$ cat src/rtl/inst_fetch_unit.sv
// Instruction fetch stage: holds the PC, fetches over a variable-latency
// req/ack handshake and presents a stable instruction to the control unit.
module inst_fetch_unit #(
    parameter logic [31:0] RESET_PC = 32'h0000_0000,
    parameter logic [31:0] NOP_INST = 32'h0000_0013
) (
    input  logic        clk,
    input  logic        rst_n,
    input  logic        PCSel,
    input  logic [31:0] ALU_out,
    input  logic        advance,
    output logic        imem_req,
    output logic [31:0] imem_addr,
    input  logic        imem_ack,
    input  logic [31:0] imem_rdata,
    output logic [31:0] inst,
    output logic        inst_valid,
    output logic [31:0] pc,
    output logic [31:0] pc_plus4,
    output logic        misalign
);

    typedef enum logic [1:0] {IDLE, FETCH, HOLD} state_t;

    state_t      state_q;
    logic [31:0] pc_q;
    logic [31:0] inst_q;
    logic        valid_q;
    logic        req_q;
    logic        misalign_q;
    logic [31:0] next_pc_d;

    assign pc_plus4 = pc_q + 32'd4;
    // Both low bits of a redirect target are dropped: no compressed ISA.
    assign next_pc_d = PCSel ? {ALU_out[31:2], 2'b00} : pc_plus4;

    always_ff @(posedge clk or negedge rst_n) begin
        if (!rst_n) begin
            state_q    <= IDLE;
            pc_q       <= RESET_PC;
            inst_q     <= NOP_INST;
            valid_q    <= 1'b0;
            req_q      <= 1'b0;
            misalign_q <= 1'b0;
        end else begin
            misalign_q <= 1'b0;
            case (state_q)
                // Guard cycle: any ack still in flight from before reset is dropped.
                IDLE: begin
                    state_q <= FETCH;
                    req_q   <= 1'b1;
                end
                FETCH: begin
                    if (imem_ack) begin
                        inst_q  <= imem_rdata;
                        valid_q <= 1'b1;
                        req_q   <= 1'b0;
                        state_q <= HOLD;
                    end
                end
                HOLD: begin
                    if (advance) begin
                        pc_q       <= next_pc_d;
                        inst_q     <= NOP_INST;
                        valid_q    <= 1'b0;
                        req_q      <= 1'b1;
                        misalign_q <= PCSel & ALU_out[1];
                        state_q    <= FETCH;
                    end
                end
                default: begin
                    state_q <= IDLE;
                    req_q   <= 1'b0;
                end
            endcase
        end
    end

    assign imem_req   = req_q;
    assign imem_addr  = pc_q;
    assign inst       = inst_q;
    assign inst_valid = valid_q;
    assign pc         = pc_q;
    assign misalign   = misalign_q;

endmodule

$ cat config.mk
export PLATFORM = sky130hd
export DESIGN_NAME = inst_fetch_unit
export DESIGN_NICKNAME = d
export VERILOG_FILES = /design/src/rtl/inst_fetch_unit.sv
export SDC_FILE = /design/constraint.sdc
export NUM_CORES = 1
export LEC_CHECK = 0
export BUFFER_PORTS_ARGS = -buffer_cell sky130_fd_sc_hd__buf_2
export CAP_MARGIN = 20
export CORE_MARGIN = 5
export CORE_UTILIZATION = 40
export CTS_CLUSTER_SIZE = 24
export DETAILED_ROUTE_END_ITERATION = 8
export PLACE_DENSITY = 0.77
export SLEW_MARGIN = 10
export SYNTH_ARGS = -nofsm -noshare
export SYNTH_HDL_FRONTEND = slang
export SYNTH_SLANG_ARGS = --single-unit
$ cat constraint.sdc
create_clock -name clk -period 4.4 [get_ports clk]
set_input_delay 0.66 -clock clk [delete_from_list [all_inputs] [get_ports clk]]
set_output_delay 0.66 -clock clk [all_outputs]
set_load 0.005 [all_outputs]
# Word level (Yosys, flattened, before mapping)
# Index checks and enable logic that the tools add are counted.
# totals
ff_bits	69
in_bits	69
out_inout_bits	131
# op_classes
add_sub_neg	1
n_eq_ne	4
n_mux	15
bitwise	1
n_reduce_logical	5
# ops
cell	count
2-to-1 mux 32 bit	3
one-hot mux 32 bit (2 select lines)	1
adder 32 x 3 -> 32 bit, second input constant	1
2-to-1 mux 1 bit	6
one-hot mux 2 bit (3 select lines)	1
2-to-1 mux 2 bit	2
!= test 2 bit, second input constant	2
AND reduction 2 bit	2
one-hot mux 1 bit (3 select lines)	1
AND reduction 3 bit	1
== test 2 x 1 -> 1 bit, second input constant	1
== test 2 bit, second input constant	1
zero test 2 bit	1
one-hot mux 1 bit (2 select lines)	1
nonzero test 2 bit	1
AND 1 bit	1

# Logic depth before layout (Yosys ltp)
# depth
word_depth	3
depth_mapped	6

# Worst setup path before layout
# Ideal clock, no wire load.
# synth_timing
kind	reg-to-output
startpoint	reg pc_q[2] (netlist: imem_addr[2])
endpoint	out pc_plus4[26]
arrival_time_ns	1.728
slack_ns	2.012
stages_incl_launch_ff	7
n_path_buf	1
path_cell_list	dfrtp_1 -> ha_1 -> nand3_1 -> nor2_1 -> buf_2 -> and3_1 -> xor2_1
# synth_via
elab_chain_cells	1
# synth_lines
element	line_no	text
from (decl)	26	logic [31:0] pc_q;
from (signal assigned)	63	pc_q <= next_pc_d;
adder 32 x 3 -> 32 bit	33	assign pc_plus4 = pc_q + 32'd4;
to (decl)	19	output logic [31:0] pc_plus4,
# Every way passes these cells.

# Final worst setup path
# layout_timing
startpoint	reg pc_q[2] (netlist: imem_addr[2])
endpoint	out pc_plus4[30]
# The elaborated chain is that of the path after synthesis.

==> impl_results.md <==
- Status: complete, no violations
- # resized after CTS: 0
- Synthesized flop and latch total: 66
- CP endpoint kind: output pin
- Hold WC Path Type: input pin to async pin
- Number of vias per cell: about 5.4
- Antenna violations before repair: 0
- Synth Cell Area: 3946 µm²
- Synth unique cells: 51
- CP arrival: 3.02 ns
- H-tree levels: 3
- Worst slew pin tran: 1.093 ns
- Remaining global-route overflow: 0
- Tcrit/Tclk final: 83.61%
- Syn Inst Count: 419
- Max VDD drop: ~0.34 mV
- Routed wire length: about 12000 µm
- P per Cell Area: 598.6 nW/µm²
- Synthesis Warnings: 0
- Rel. slew slack: 26.80%
- Reg power frac: 37.7%
- Die height: about 110 µm
- Area of the core: between 9000 and 10000 µm²
- Die Span X: about 110 µm
- Average size of a mapped cell: 9.418 µm²
- Gr usage total: roughly a fifth
- Int Power: about 1900 µW
- Post-synth top area share: 39.95%
- Clk pwr share: 21.6%
- Sequential share of the synthesized area: 41.95%
- Detail Route Antenna Nets: 0
- Leakage dissipation: between 0.002 and 0.0025 µW
- Combinational share of power: 40.7%
- Final count of negative-setup-slack endpoints: 0
- Final nets: ~630
- Fraction of layout cells with a size suffix above 1: around two fifths
- IO Pins: 200
- Port Buffer Count: 192
- Setup Buffers After CTS: 0
- Row Count: 36
- Wire length on met1: 4645 µm
- Worst-path fanout max: 11
- Setup TNS Final: 0 ns
- Clock Tree Buf Depth: 2
- Placed Area: roughly 4700 µm²
- Hold WS: just under 0.4 ns
- Critical setup path kind: flip-flop to output pin
- Wire length on met2: 5913 µm
- RSZ-0062 raised after global routing: false
- Max Cap Viol: 0
- First-pass GRT wire length: ~18000 µm
- Clock sink count: 66
- Critical path required time: 3.74 ns
- Synth area leaders: dfrtp_1 (40%), buf_4 (7.2%), a22o_1 (6.4%)
- Period minus WS final: 3.679 ns
- Clk_skew: 0.008810 ns
- Pins Over Slew Limit: 0
- Clk root buf: clkbuf_8
- Net Switching: around 1100 µW
- Vias post-DR: 3811
- Fmax: 271.8 MHz
- Met3 Routed Length: 882 µm
- Die Area: approximately 12000 µm²
- Hold buffer count at cts: 0
- Skew-Pair Late Insertion Delay: 0.35 ns
- Placed Cells: approximately 680
- TritonRoute pass-1 iters: 4
- Vias in the first global route: ~3500
- Final Hold Viols: 0
- DRC violations left: 0
- GP Congestion: between 0.7 and 0.8
- Area Overhead vs Synth: 26.19%
- Clock-pin transition on the worst setup and hold timing paths: 0.08 ns
- Max Used Layer: met4
- Ant. Diodes: 0
- Synth area leader: dfrtp_1
- CTS tree: built
- Drt wl/cell: around 17 µm
- Initial DRC Count: 193
- Largest net degree at the start of global routing: 69
- Initial cell density of the core: 40.75%
- Finished Layout Cells: around 700
- TritonCTS buffer count: 9
- Hpwl dp: around 8300 µm
- Final core occ: about half
- CP Launch Type: flip-flop
- Net Sw Frac: 37.85%
- Final instance area: 4980 µm²
==> per-stage QoR <==
stage / total power [µW] / setup WS, ns
after floorplan: 1864 / 2.012
after global placement: 2282 / 1.174
after detailed placement: 2332 / 1.122
after CTS: 2989 / 0.7152
after global routing: 3196 / 0.5895
final: 2981 / 0.7212
==> cell usage in the layout, fill, tap and decap left out, types with 2 or more instances in the layout <==
cell type,count
a311o_1,8
conb_1,6
nand4_1,9
nand3_1,23
buf_4,4
a31oi_1,12
a22o_1,29
buf_8,2
bufinv_16,3
o22a_1,4
o211ai_1,11
nor3_1,14
clkbuf_8,10
and3b_1,2
nor2_2,2
xor2_1,8
o21a_1,2
o311ai_0,2
or3_1,4
nor2_1,20
a21oi_1,14
inv_1,13
nand2_1,20
nand3b_1,2
a41o_1,4
dfrtp_1,63
nor4_1,4
o2bb2ai_1,6
o21ai_0,16
xnor2_1,19
buf_2,192
a22oi_1,3
mux2i_1,3
dfstp_2,3
and3_1,13
==> logic make-up (layout without fill, tap and decap cells) <==
group / Yosys count / after routing / share of synthesized area [%]
adders and majority gates: 1 / 1 / 0.3170
xor gates and xnor gates: 27 / 27 / 5.992
buffers and inverters: 84 / 228 / 12.11
other: 1 / 6 / 0.09503
AOI/OAI and AO/OA: 115 / 115 / 21.62
and+or+nand+nor: 122 / 122 / 17.15
muxes: 3 / 3 / 0.7610
DFF: 66 / 66 / 41.95
==> synthesized netlist by cell type, drive strengths merged <==
library cell,n
nor2,22
and2,1
and3,13
o311ai,2
buf,49
a32oi,1
nand3,23
a41o,4
nand4,11
conb,1
a22o,29
or2,1
xor2,8
nor4b,1
nor3,14
o2bb2ai,6
a22oi,3
a21oi,14
and3b,2
o22ai,1
dfstp,3
nand3b,2
inv,13
a31oi,12
nand2,21
nor3b,1
ha,1
mux2i,3
or3,4
xnor2,19
o21ai,17
nand2b,1
clkbuf,21
a311o,8
o31a,1
o211ai,11
dfrtp,63
nor4,5
clkinv,1
o22a,4
o21a,2
==> metal layers <==
metal  vias to the layer above  global-route usage, %
li1                       1783                      -
met1                      1827                  23.62
met2                       182                  31.60
met3                        19                  2.877
met4                         0                  7.747
met5                         -                      0
==> final timing paths <==
check	from	depth (start not counted)	endpoint	slack (ns)
max	imem_addr[2]	6	pc_plus4[30]	0.72
min	rst_n	1	inst[23]	0.39
min reg2reg	inst_valid	2	inst_valid	0.48
max reg2reg	imem_addr[2]	5	imem_addr[28]	1.77
min in group clk	inst_valid	2	inst_valid	0.48
max in group asynchronous	rst_n	2	inst[0]	3.02
==> sequential cells by signal, indices dropped and copies added, names as in the netlist <==
register and cells:
state_q 2, misalign 1, imem_addr 30, inst_valid 1, inst 32
==> worst max-delay path, cell delays in order, from the launching register on <==
cell	delay, ns
dfrtp_1	0.51
ha_1	0.30
nand3_1	0.38
nor2_1	0.84
nand3_1	0.27
xnor2_1	0.22
buf_2	0.14
==> area by class of cell <==
class | instances | area, µm²
Sequential cell | 66 | 1655
Timing Repair Buffer | 198 | 1021
Multi-Input combinational cell | 274 | 1834
Fill cell | 908 | 4705
Inverter | 14 | 52.55
Clock buffer | 10 | 137.6
Tap cell | 133 | 166.4
Clock inverter | 6 | 112.6
==> power by group through the flow <==
stage          Clock [µW]  Combinational (µW)  Sequential, µW
2_1_floorplan           0                 794            1070
3_3_place_gp            0                1170            1110
3_5_place_dp            0                1210            1130
4_1_cts               660                1210            1120
5_1_grt               682                1340            1170
6_report              645                1210            1120
No activity file was read; power rests on OpenSTA's default activity.
